[src/rtl/key_loader_pkg.sv]
// key_loader_pkg: shared width defaults and FSM states for the key loader
package key_loader_pkg;
  localparam int KEY_W_DEF = 32;
  localparam int ERR_W_DEF = 4;
  typedef enum logic [1:0] {IDLE, SHIFT, PARITY} state_t;
endpackage

[src/rtl/key_shift_reg.sv]
// key_shift_reg: shadow key register, bit counter and running parity
module key_shift_reg
  import key_loader_pkg::*;
#(
  parameter int KEY_W = KEY_W_DEF
) (
  input  logic             clk_i,
  input  logic             rst_ni,
  input  logic             clr,
  input  logic             shift,
  input  logic             bit_in,
  output logic [KEY_W-1:0] shadow,
  output logic             last,
  output logic             par
);
  localparam int CW = KEY_W > 1 ? $clog2(KEY_W) : 1;
  logic [CW-1:0] count;
  assign last = count == CW'(KEY_W - 1);
  // count parks at KEY_W-1 once the final data bit lands
  always_ff @(posedge clk_i or negedge rst_ni) begin
    if (!rst_ni) begin
      shadow <= '0;
      count  <= '0;
      par    <= 1'b0;
    end else if (clr) begin
      shadow <= '0;
      count  <= '0;
      par    <= 1'b0;
    end else if (shift) begin
      shadow[count] <= bit_in;
      count         <= last ? count : count + 1'b1;
      par           <= par ^ bit_in;
    end
  end
endmodule

[src/rtl/key_loader32.sv]
// key_loader32: serial key loader with even-parity commit into the locked adder keyinput
module key_loader32
  import key_loader_pkg::*;
#(
  parameter int KEY_W = KEY_W_DEF,
  parameter int ERR_W = ERR_W_DEF
) (
  input  logic             clk_i,
  input  logic             rst_ni,
  input  logic             start_i,
  input  logic             abort_i,
  input  logic             key_bit_i,
  input  logic             key_bit_valid_i,
  output logic             ready_o,
  output logic [KEY_W-1:0] keyinput_o,
  output logic             key_valid_o,
  output logic             err_o,
  output logic [ERR_W-1:0] err_cnt_o
);
  state_t state, state_nxt;
  logic beat, live, clr, shift, chk, ok, last, par;
  logic [KEY_W-1:0] shadow;
  key_shift_reg #(.KEY_W(KEY_W)) u_sr (
    .clk_i (clk_i),
    .rst_ni(rst_ni),
    .clr   (clr),
    .shift (shift),
    .bit_in(key_bit_i),
    .shadow(shadow),
    .last  (last),
    .par   (par)
  );
  always_ff @(posedge clk_i or negedge rst_ni) begin
    if (!rst_ni) state <= IDLE;
    else state <= state_nxt;
  end
  always_comb begin
    state_nxt = state == IDLE ? (start_i ? SHIFT : IDLE) :
                abort_i       ? IDLE :
                !beat         ? state :
                state == PARITY ? IDLE :
                last          ? PARITY : SHIFT;
  end
  // abort wins over a same-cycle beat and wipes the partial frame
  always_comb begin
    ready_o = state == SHIFT || state == PARITY;
    beat    = key_bit_valid_i & ready_o;
    live    = beat & ~abort_i;
    clr     = state == IDLE ? start_i : abort_i;
    shift   = live & (state == SHIFT);
    chk     = live & (state == PARITY);
    ok      = ~(par ^ key_bit_i);
  end
  always_ff @(posedge clk_i or negedge rst_ni) begin
    if (!rst_ni) begin
      keyinput_o  <= '0;
      key_valid_o <= 1'b0;
      err_o       <= 1'b0;
      err_cnt_o   <= '0;
    end else begin
      err_o       <= chk & ~ok;
      key_valid_o <= (chk & ok) | (key_valid_o & ~(state == IDLE & start_i));
      if (chk & ok) keyinput_o <= shadow;
      if (chk & ~ok & (err_cnt_o != '1)) err_cnt_o <= err_cnt_o + 1'b1;
    end
  end
endmodule

[config.mk]
export PLATFORM = sky130hd
export DESIGN_NAME = key_loader32
export DESIGN_NICKNAME = d
export VERILOG_FILES = /design/src/rtl/key_loader_pkg.sv /design/src/rtl/key_shift_reg.sv /design/src/rtl/key_loader32.sv
export SDC_FILE = /design/constraint.sdc
export NUM_CORES = 1
export LEC_CHECK = 0
export ABC_AREA = 1
export CORE_UTILIZATION = 61
export DETAILED_ROUTE_END_ITERATION = 8
export GPL_TIMING_DRIVEN = 0
export PLACE_DENSITY = 0.89
export REMOVE_ABC_BUFFERS = 1
export SLEW_MARGIN = 20
export SYNTH_ARGS = -nofsm -noshare
export SYNTH_HDL_FRONTEND = slang
export SYNTH_SLANG_ARGS = --single-unit
[constraint.sdc]
create_clock -name clk_i -period 5.1 [get_ports clk_i]
set_input_delay 1.53 -clock clk_i [delete_from_list [all_inputs] [get_ports clk_i]]
set_output_delay 1.53 -clock clk_i [all_outputs]
set_load 0.01 [all_outputs]
After elaboration in Yosys (flattened, before gate mapping) --
Cells that the tools add are included.
Word-level totals: bits in registers 78, logic and storage cells 54
Cells by class: equal/unequal tests 5, order comparisons 2, multiplexer cells 17, $add $sub $neg 2, reductions and logical operators 6, bitwise gates (word level) 14
Operator list (number):
- $mux W32 | 2
- $bwmux W32 | 1
- $mux W5 | 3
- $mux W2 | 5
- $and A1 B1 Y1 | 9
- $lt A5 B6 Y1 const B | 1
- $add A5 B1 Y5 const B | 1
- $demux W1 S5 | 1
- $eq A5 B5 Y1 const B | 1
- $ge A5 B1 Y1 const B | 1
- $mux W1 | 5
- $add A4 B1 Y4 const B | 1
- $ne A4 B4 Y1 const B | 1
- $not A1 Y1 | 3
- $reduce_bool A3 Y1 | 1
- $eq A2 B1 Y1 const B | 1
- $eq A2 B2 Y1 const B | 1
- $logic_not A2 Y1 | 1
- $ne A2 B2 Y1 const B | 1
- $reduce_and A2 Y1 | 1
- $reduce_bool A2 Y1 | 1
- $logic_and A1 B1 Y1 | 1
- $logic_or A1 B1 Y1 | 1
- $or A1 B1 Y1 | 1
- $xor A1 B1 Y1 | 1

Logic depth before layout (Yosys ltp) --
Gate-level depths: netlist of the first run.
word-level depth 7, mapped depth 11

Cells and area by module --
From an unflattened synthesis of the first run, not the netlist that was laid out.
Unflattened totals: cell total of the unflattened synthesis 468, area, all modules 3813.7 µm²
Modules (own cells, without submodules):
- key_shift_reg | times used 1, area each 2037.0 µm², cells each 266
- key_loader32 | times used 1, area each 1776.7 µm², cells each 202

Worst setup path after synthesis of the first run --
No wires, ideal clock.
path type input-to-reg, start in key_bit_valid_i, end reg u_sr.shadow[10], arrival time 2.272 ns, setup time 0.113 ns, path slack 2.715 ns, stages on the path 6, path buffers 1, path through nand2_2 > nor3_4 > buf_6 > nand3_1 > nand2_1 > inv_1
On the way: longest elaborated chain between the ends 4
Ends and longest elaborated chain:
- from (decl) | line key_loader32.sv:13 | input logic key_bit_valid_i,
- $and A1 B1 Y1 | line key_loader32.sv:47 | beat = key_bit_valid_i & ready_o;
- $and A1 B1 Y1 | line key_loader32.sv:48 | live = beat & ~abort_i;
- $and A1 B1 Y1 | line key_loader32.sv:50 | shift = live & (state == SHIFT);
- $reduce_bool A2 Y1 (no line)
- to (signal, indexed assignment) | line key_shift_reg.sv:30 | shadow[count] <= bit_in;
- to (decl) | line key_shift_reg.sv:12 | output logic [KEY_W-1:0] shadow,
No other way between the ends. A chain may end at the register's enable or synchronous reset.

Final worst setup path of the first run --
start in abort_i, end reg u_sr.shadow[5]
On the way: longest elaborated chain between the ends 4, elaborated cells between the ends (all ways) 6, those cells by class mux: 2; bitwise: 3; reduce/logical: 1
Ends and longest elaborated chain:
- from (decl) | line key_loader32.sv:11 | input logic abort_i,
- $not A1 Y1 | line key_loader32.sv:48
- $and A1 B1 Y1 | line key_loader32.sv:48
- $and A1 B1 Y1 | line key_loader32.sv:50
- $reduce_bool A2 Y1 (no line)
Several ways; a longest one is shown, not always the timed one.

==> reports/results.ini, run 1 <==
[layout]
final_area_um2=4680
layout.cells.most_common_list=nand2_1, inv_1, dfrtp_1
layout.cells.most_common=nand2_1
layout.nets=590
final_core_util=0.737
antenna_diode_count=0
layout_cells_sized_above_1=0.0483
area_growth_syn_to_layout_pct=16.7

[floorplanning]
die_area_um2=6910
num_rows=29
die-width_um=83.1
initial_standard_cell_utilization_of_the_core=0.632
io_pins=45
core_area_um2=6350
die_h_um=83.1

[cts]
cts_made_buffers=9
clock_tree.root_cell=clkbuf_8
cts.sink_count=78
clock_insertion_delay_worst_skew_ps=370
post_cts_setup_driven_buffer_insertion_count=0
cts-hold-fix-buffers=0
worst_setup_hold_path_clk_slew_ps=80
ctsResizeCount=0
cts_tree=built
cts_max_path_buffers=2
cts_htree_levels=3

[worst_setup_path]
worst-endpoint-arrival_ps=4130
timing.critical_path.slowest_cell_delay_ps=680
timing.reg2reg.worst_path_depth=9
worstPathCellList=clkdlybuf4s50_1, inv_2, nand2_1, nand2_2, nand2_1, inv_1, nor2_1, nor2_1
cp_top_family=simple AND/OR/NAND/NOR gates
worst_ep_required_time_ps=5400
path_max_fanout=38
timing.critical_path.slowest_stage_cell=nand2_1
critPathCaptureType=flip-flop
timing.critical_path.buf_inv=3
crit_path_start_kind=primary input
critical_path_depth=8
crit_type=primary input to flip-flop

[logic_synthesis]
netlist.area_leader.share=0.486
synth-seq-area-share=0.486
ys_types=21
synthesized_cell_area_um2=4010
synth-seq-cells=78
synth_top_cell_by_area=dfrtp_1
ys_warnings=0
ys_top_cells_by_area=dfrtp_1, nand2_1, inv_1
synthCells=537
mean_post_synth_cell_area_um2=7.47

[drt]
route.detailed.wl_per_inst_um=12.6
vias=3444
total_wire_length_after_detailed_routing_mm=8.29
drt_pre_antenna_iters=7
drt_iter0_markers=278
drc_errors=2
route.antenna.remaining_nets=0
vias_per_cell=5.24

[sta]
finalMaxSlewViolations=0
setup_violations=0
timing.final.ws_setup_ps=1260
relSlewSlack=0.478
setup-tns-final_ps=0
timing.final.hold_violations=0
grt_setup_unrepaired=false
finalClockSkew_ps=11.9
finalCriticalPeriod_ps=3840
tightestPinTransition_ps=781
layout_worst_path_cycle_share=0.752
fmax_mhz=261

[placed_design]
detailedPlace.worstSlack_ps=400
post_dp_cell_area_um2=4460
routabilityCongestion=0.867
place_hpwl_mm=5.58
portBuffers=44

[hold_path]
hold_path_class=flip-flop to flip-flop
min_delay_path_depth=2

[power_and_ir_drop]
finalPower_mw=1.39
power.density_nw_per_um2=297
p_leak_nw=2.39
worst_ir_drop_vdd_v=0.000241

[grt]
grt_first_pass_wirelength_mm=14.5
antenna_found_initial=0
grt_pass1_vias=3301
grt_start_max_net_pins=50
global_route.usage.total=0.263
grt_overflow=0

[status]
outcome=complete, but fails checks
violations=DRC

[flow_run]
maximum_capacitance_violations=0

==> worst paths after layout <==
check	from	end	slack [ps]
max in group asynchronous	rst_ni	u_sr.count[0]$_DFFE_PN0P_	3420
hold / removal	u_sr.shadow[7]$_DFFE_PN0P_	u_sr.shadow[7]$_DFFE_PN0P_	490
setup / recovery	abort_i	u_sr.shadow[5]$_DFFE_PN0P_	1260
min in group asynchronous	rst_ni	keyinput_o[12]$_DFFE_PN0P_	1090
setup reg to reg	state[0]$_DFFE_PN0P_	u_sr.shadow[5]$_DFFE_PN0P_	2320
hold reg to reg	u_sr.shadow[7]$_DFFE_PN0P_	u_sr.shadow[7]$_DFFE_PN0P_	490
==> power breakdown <==
| part | switching [mW] | internal [mW] | leakage, nW |
|---|---|---|---|
| sequential | 0.00870 | 0.631 | 1.09 |
| clock | 0.236 | 0.275 | 0.106 |
| combinational | 0.179 | 0.0601 | 1.20 |
| total | 0.424 | 0.966 | 2.39 |
==> sequential cells by signal, summed over array words and instances (netlist names) <==
signal,flops
key_valid_o,1
u_sr.par,1
err_cnt_o,4
state,2
u_sr.count,5
keyinput_o,32
u_sr.shadow,32
err_o,1
==> layer usage <==
layer / track usage / share of wire
met1: 0.322 / 0.43
met2: 0.449 / 0.50
met3: 0.0497 / 0.049
met4: 0.125 / 0.020
met5: 0 / 0
==> kinds of logic (layout without fill, tap and decap cells) <==
group | count (synthesis) | in the layout | share of synthesized area
AND/OR/NAND/NOR | 305 | 305 | 0.313
buffers and inverters | 105 | 148 | 0.120
flip-flops | 78 | 78 | 0.486
AO/OA/AOI/OAI | 38 | 38 | 0.0486
adder cells (fa/ha/maj) | 9 | 9 | 0.0281
XOR/XNOR | 2 | 2 | 0.00437
==> layout make-up <==
type / count / area, um^2
Inverter: 84 / 315
Tap cell: 77 / 96.3
Fill cell: 479 / 1670
Clock inverter: 6 / 86.3
Sequential cell: 78 / 1950
Clock buffer: 10 / 128
Timing Repair Buffer: 48 / 515
Multi-Input combinational cell: 354 / 1590
==> tightest hold or removal path: cells and delay by family (launching register included) <==
kind	cells	cell delay, ps
flip-flops	1	360
AND/OR/NAND/NOR	2	100
==> synthesized netlist by cell type <==
| cell | n |
|---|---|
| a31oi_1 | 1 |
| buf_2 | 9 |
| buf_4 | 2 |
| buf_6 | 9 |
| clkbuf_1 | 1 |
| dfrtp_1 | 78 |
| ha_1 | 9 |
| inv_1 | 83 |
| inv_2 | 1 |
| nand2_1 | 170 |
| nand2_2 | 1 |
| nand3_1 | 53 |
| nand4_1 | 7 |
| nand4_2 | 1 |
| nor2_1 | 71 |
| nor2_2 | 1 |
| nor3_4 | 1 |
| o21ai_0 | 13 |
| o21ai_1 | 23 |
| o21ai_2 | 1 |
| xor2_1 | 2 |
==> through the flow <==
stage / instances / hold WS, ps
final: 657 / 487
after global routing: 657 / 509
after CTS: 657 / 488
after detailed placement: 641 / 470
after global placement: 637 / 457
after floorplan: 516 / 441
No activity file was read; power rests on OpenSTA's default activity.
==> run 2, diff against run 1 <==
Settings changed: CORE_UTILIZATION 61 to 51, PLACE_DENSITY 0.89 to 0.79.
Clock period 5.1 ns to 3.51 ns, I/O delays scaled along.
==> reports/results.ini, run 2 (synthesis results as in run 1) <==
[status]
outcome=complete, no violations

[cts]
cts_made_buffers=9
worst_setup_hold_path_clk_slew_ps=80
cts-hold-fix-buffers=0
post_cts_setup_driven_buffer_insertion_count=0
cts_tree=built
clock_tree.root_cell=clkbuf_8
clock_insertion_delay_worst_skew_ps=350
cts_max_path_buffers=2
cts_htree_levels=3
cts.sink_count=78

[drt]
vias=3313
drt-met1-wl_mm=3.69
top_layer=met4
wl_met3_um=259
total_wire_length_after_detailed_routing_mm=7.73
wl_met2_mm=3.62
drc_errors=0
drt_iter0_markers=168
drt_pre_antenna_iters=5
route.antenna.remaining_nets=0
vias_per_cell=4.88
route.detailed.wl_per_inst_um=11.4

[hold_path]
hold_path_class=flip-flop to flip-flop
min_delay_path_depth=2

[worst_setup_path]
timing.critical_path.slowest_cell_delay_ps=520
worst_ep_required_time_ps=3790
critPathCaptureType=flip-flop
crit_path_start_kind=primary input
timing.critical_path.slowest_stage_cell=clkdlybuf4s50_1
worstPathCellList=clkdlybuf4s50_1, inv_2, nand2_1, nand2_2, nand2_2, inv_1, nor2_1, nor2_1
worst-endpoint-arrival_ps=3290
crit_type=primary input to flip-flop
timing.reg2reg.worst_path_depth=9
path_max_fanout=38

[sta]
finalClockSkew_ps=8.46
finalCriticalPeriod_ps=3010
setup-tns-final_ps=0
fmax_mhz=332
relSlewSlack=0.546
layout_worst_path_cycle_share=0.858
tightestPinTransition_ps=679
timing.final.hold_violations=0
setup_violations=0
finalMaxSlewViolations=0
timing.final.ws_setup_ps=500
grt_setup_unrepaired=false

[grt]
grt_overflow=0
grt_first_pass_wirelength_mm=13.8
grt_pass1_vias=3137
antenna_found_initial=0
grt_start_max_net_pins=53
global_route.usage.total=0.208

[placed_design]
portBuffers=44
place_hpwl_mm=5.27
routabilityCongestion=0.816
detailedPlace.worstSlack_ps=-609

[floorplanning]
die_area_um2=8230
die_h_um=90.7
die-width_um=90.7
num_rows=31
initial_standard_cell_utilization_of_the_core=0.539
core_area_um2=7450
io_pins=45

[layout]
largest_registers=keyinput_o: 32 flops, u_sr.shadow: 32 flops, u_sr.count: 5 flops
final_core_util=0.629
layout.cells.most_common_list=nand2_1, inv_1, dfrtp_1
layout_cells_sized_above_1=0.0500
antenna_diode_count=0
area_growth_syn_to_layout_pct=16.8
layout.nets=590
layout.cells.most_common=nand2_1

[power_and_ir_drop]
worst_ir_drop_vdd_v=0.000292
p_leak_nw=2.39
finalPower_mw=1.91
power.density_nw_per_um2=407

[flow_run]
maximum_capacitance_violations=0

==> run 2: layout make-up <==
cell class / instances / area [um^2]
clock buffers: 13 / 169
flip-flops and latches: 78 / 1950
fillers: 667 / 2760
clock inverters: 3 / 17.5
inverters: 84 / 315
repair buffers: 48 / 519
well taps: 99 / 124
multi-input cells: 354 / 1590
==> run 2: critical path, delay by kind of cell <==
kind,cells,cell delay (ps)
and+or+nand+nor,5,1220
buffers and inverters,3,1020
==> run 2: routing by layer <==
metal  vias to the layer above  track usage
li1                       1712            -
met1                      1523        0.254
met2                        64        0.352
met3                        14       0.0379
met4                         0       0.0995
met5                         -            0
==> run 2: path summary, 6_finish.rpt <==
| path | slack, ps | end | from |
|---|---|---|---|
| hold / removal | 480 | u_sr.shadow[7]$_DFFE_PN0P_ | u_sr.shadow[7]$_DFFE_PN0P_ |
| setup reg to reg | 1070 | u_sr.shadow[23]$_DFFE_PN0P_ | state[0]$_DFFE_PN0P_ |
| hold reg to reg | 480 | u_sr.shadow[7]$_DFFE_PN0P_ | u_sr.shadow[7]$_DFFE_PN0P_ |
| setup / recovery | 500 | u_sr.shadow[23]$_DFFE_PN0P_ | abort_i |
| min in group asynchronous | 610 | keyinput_o[5]$_DFFE_PN0P_ | rst_ni |
| max in group asynchronous | 2340 | keyinput_o[26]$_DFFE_PN0P_ | rst_ni |
==> run 2: metrics by stage <==
step                      area, um^2  instances  hold slack [ps]
after floorplan                 3850        516              441
after global placement          4410        659              461
after detailed placement        4500        663              463
after CTS                       4680        679              490
after global routing            4690        679              514
final                           4690        679              482
==> run 2: power breakdown <==
group          leakage [nW]  switching [mW]  internal, mW
clock                0.0954           0.318         0.313
combinational          1.20           0.256        0.0887
sequential             1.09          0.0133         0.917
==> run 2: timing repair <==
| action | CTS | global route |
|---|---|---|
| endpoints found under the hold margin | 0 | 0 |
| gates resized for setup | 1 | 1 |
| setup endpoints to repair | 17 | 7 |
==> run 3, diff against run 2 <==
Settings changed: SETUP_SLACK_MARGIN set to 0.3.
==> reports/results.ini, run 3 (synthesis results as in run 1) <==
[status]
outcome=complete, no violations

[worst_setup_path]
crit-reg2reg-launch=state[0]$_DFFE_PN0P_
crit_path_start_kind=flip-flop
timing.reg2reg.worst_path_depth=8
worst-endpoint-arrival_ps=1720
crit_type=flip-flop to output port
critPathCaptureType=output port
r2r_end=keyinput_o[21]$_DFFE_PN0P_
worst_ep_required_time_ps=2460
timing.reg2reg.setup_slack_ps=1270
path_max_fanout=4

[power_and_ir_drop]
worst_ir_drop_vdd_v=0.000253
power.density_nw_per_um2=407
sequentialPowerShare=0.488
power.internal_mw=1.32
share_clk_of_total_power=0.330
finalPower_mw=1.91
net_switching_mw=0.588
p_leak_nw=2.39
power_switching_share=0.308
comb_power_share=0.182

[placed_design]
post_dp_cell_area_um2=4500
portBuffers=44
place_hpwl_mm=5.27
routabilityCongestion=0.816

[sta]
layout_worst_path_cycle_share=0.789
grt_setup_unrepaired=false
finalClockSkew_ps=7.97
fmax_mhz=361
setup_violations=0
finalCriticalPeriod_ps=2770
setup-tns-final_ps=0
relSlewSlack=0.587
finalMaxSlewViolations=0
tightestPinTransition_ps=619
timing.final.hold_violations=0

[layout]
final_core_util=0.630
largest_registers=keyinput_o: 32 flops, u_sr.shadow: 32 flops, u_sr.count: 5 flops
final_area_um2=4690
antenna_diode_count=0
layout_cells_sized_above_1=0.0500
layout.cells.most_common=nand2_1
fillers=665
layout.cells.most_common_list=nand2_1, inv_1, dfrtp_1
layout.nets=590
area_growth_syn_to_layout_pct=16.9

[cts]
clock_insertion_delay_worst_skew_ps=350
clock_tree.root_cell=clkbuf_8
cts_max_path_buffers=2
cts_htree_levels=3
cts-hold-fix-buffers=0
cts_made_buffers=9
cts_tree=built
cts.sink_count=78
worst_setup_hold_path_clk_slew_ps=70

[floorplanning]
die_area_um2=8230
die-width_um=90.7
die_h_um=90.7
initial_standard_cell_utilization_of_the_core=0.539
num_rows=31
io_pins=45
core_area_um2=7450

[grt]
grt_first_pass_wirelength_mm=13.8
antenna_found_initial=0
global_route.usage.total=0.208
grt_overflow=0
grt_start_max_net_pins=53
grt_pass1_vias=3137

[flow_run]
maximum_capacitance_violations=0

[drt]
top_layer=met4
vias=3337
vias_per_cell=4.91
drt-met1-wl_mm=3.63
route.antenna.remaining_nets=0
drc_errors=0
wl_met3_um=297
drt_pre_antenna_iters=5
route.detailed.wl_per_inst_um=11.4
total_wire_length_after_detailed_routing_mm=7.72
wl_met2_mm=3.64
drt_iter0_markers=138

[hold_path]
hold_path_class=flip-flop to flip-flop
hold_path_startpoint=u_sr.shadow[7]$_DFFE_PN0P_
hold_end=u_sr.shadow[7]$_DFFE_PN0P_
min_delay_path_depth=2

[run 3: power by group through the flow]
stage	clock network [mW]	logic, mW	registers [mW]
2_1_floorplan	0	0.217	0.946
3_3_place_gp	0	0.313	0.946
3_5_place_dp	0	0.337	0.948
4_1_cts	0.643	0.344	0.930
5_1_grt	0.682	0.389	0.933
6_report	0.630	0.348	0.930
[run 3: layout make-up]
type,instances,area [um^2],share of cell area
flip-flops and latches,78,1950,0.416
well taps,99,124,0.0264
multi-input cells,354,1600,0.340
clock inverters,3,17.5,0.00373
clock buffers,13,169,0.0360
repair buffers,48,519,0.111
inverters,84,315,0.0672
[run 3: what timing repair did]
action	in CTS	in global routing
setup buffers	0	0
gates resized for setup	2	1
endpoints found under the setup margin	30	6
hold endpoints to repair	0	0
[run 3: worst max path at each step]
stage,slack [ps],endpoint,startpoint,depth (start not counted)
3_5_place_dp,-610,u_sr.shadow[6]$_DFFE_PN0P_,abort_i,8
4_1_cts,530,u_sr.shadow[23]$_DFFE_PN0P_,abort_i,8
6_report,740,ready_o,state[0]$_DFFE_PN0P_,3
2_1_floorplan,620,keyinput_o[21]$_DFFE_PN0P_,key_bit_valid_i,4
3_3_place_gp,-1320,keyinput_o[10]$_DFFE_PN0P_,rst_ni,1
5_1_grt,590,u_sr.shadow[3]$_DFFE_PN0P_,abort_i,8
[run 3: worst max-delay path: stages, from the launching register on]
cell and delay (ps):
dfrtp_1 370, inv_1 70, ha_1 360, clkdlybuf4s50_1 570
[run 3: metal layers]
metal  GRT usage  vias to the layer above
met2       0.352                       79
met4      0.0995                        0
met5           0                        -
li1            -                     1711
met1       0.254                     1533
met3      0.0379                       14
[run 3: per-stage QoR]
stage / hold WS, ps / instances / worst slack, ps
floorplan: 441 / 516 / 620
global placement: 461 / 659 / -1320
detailed placement: 463 / 663 / -609
CTS: 490 / 679 / 527
global route: 514 / 679 / 593
finish: 481 / 679 / 740
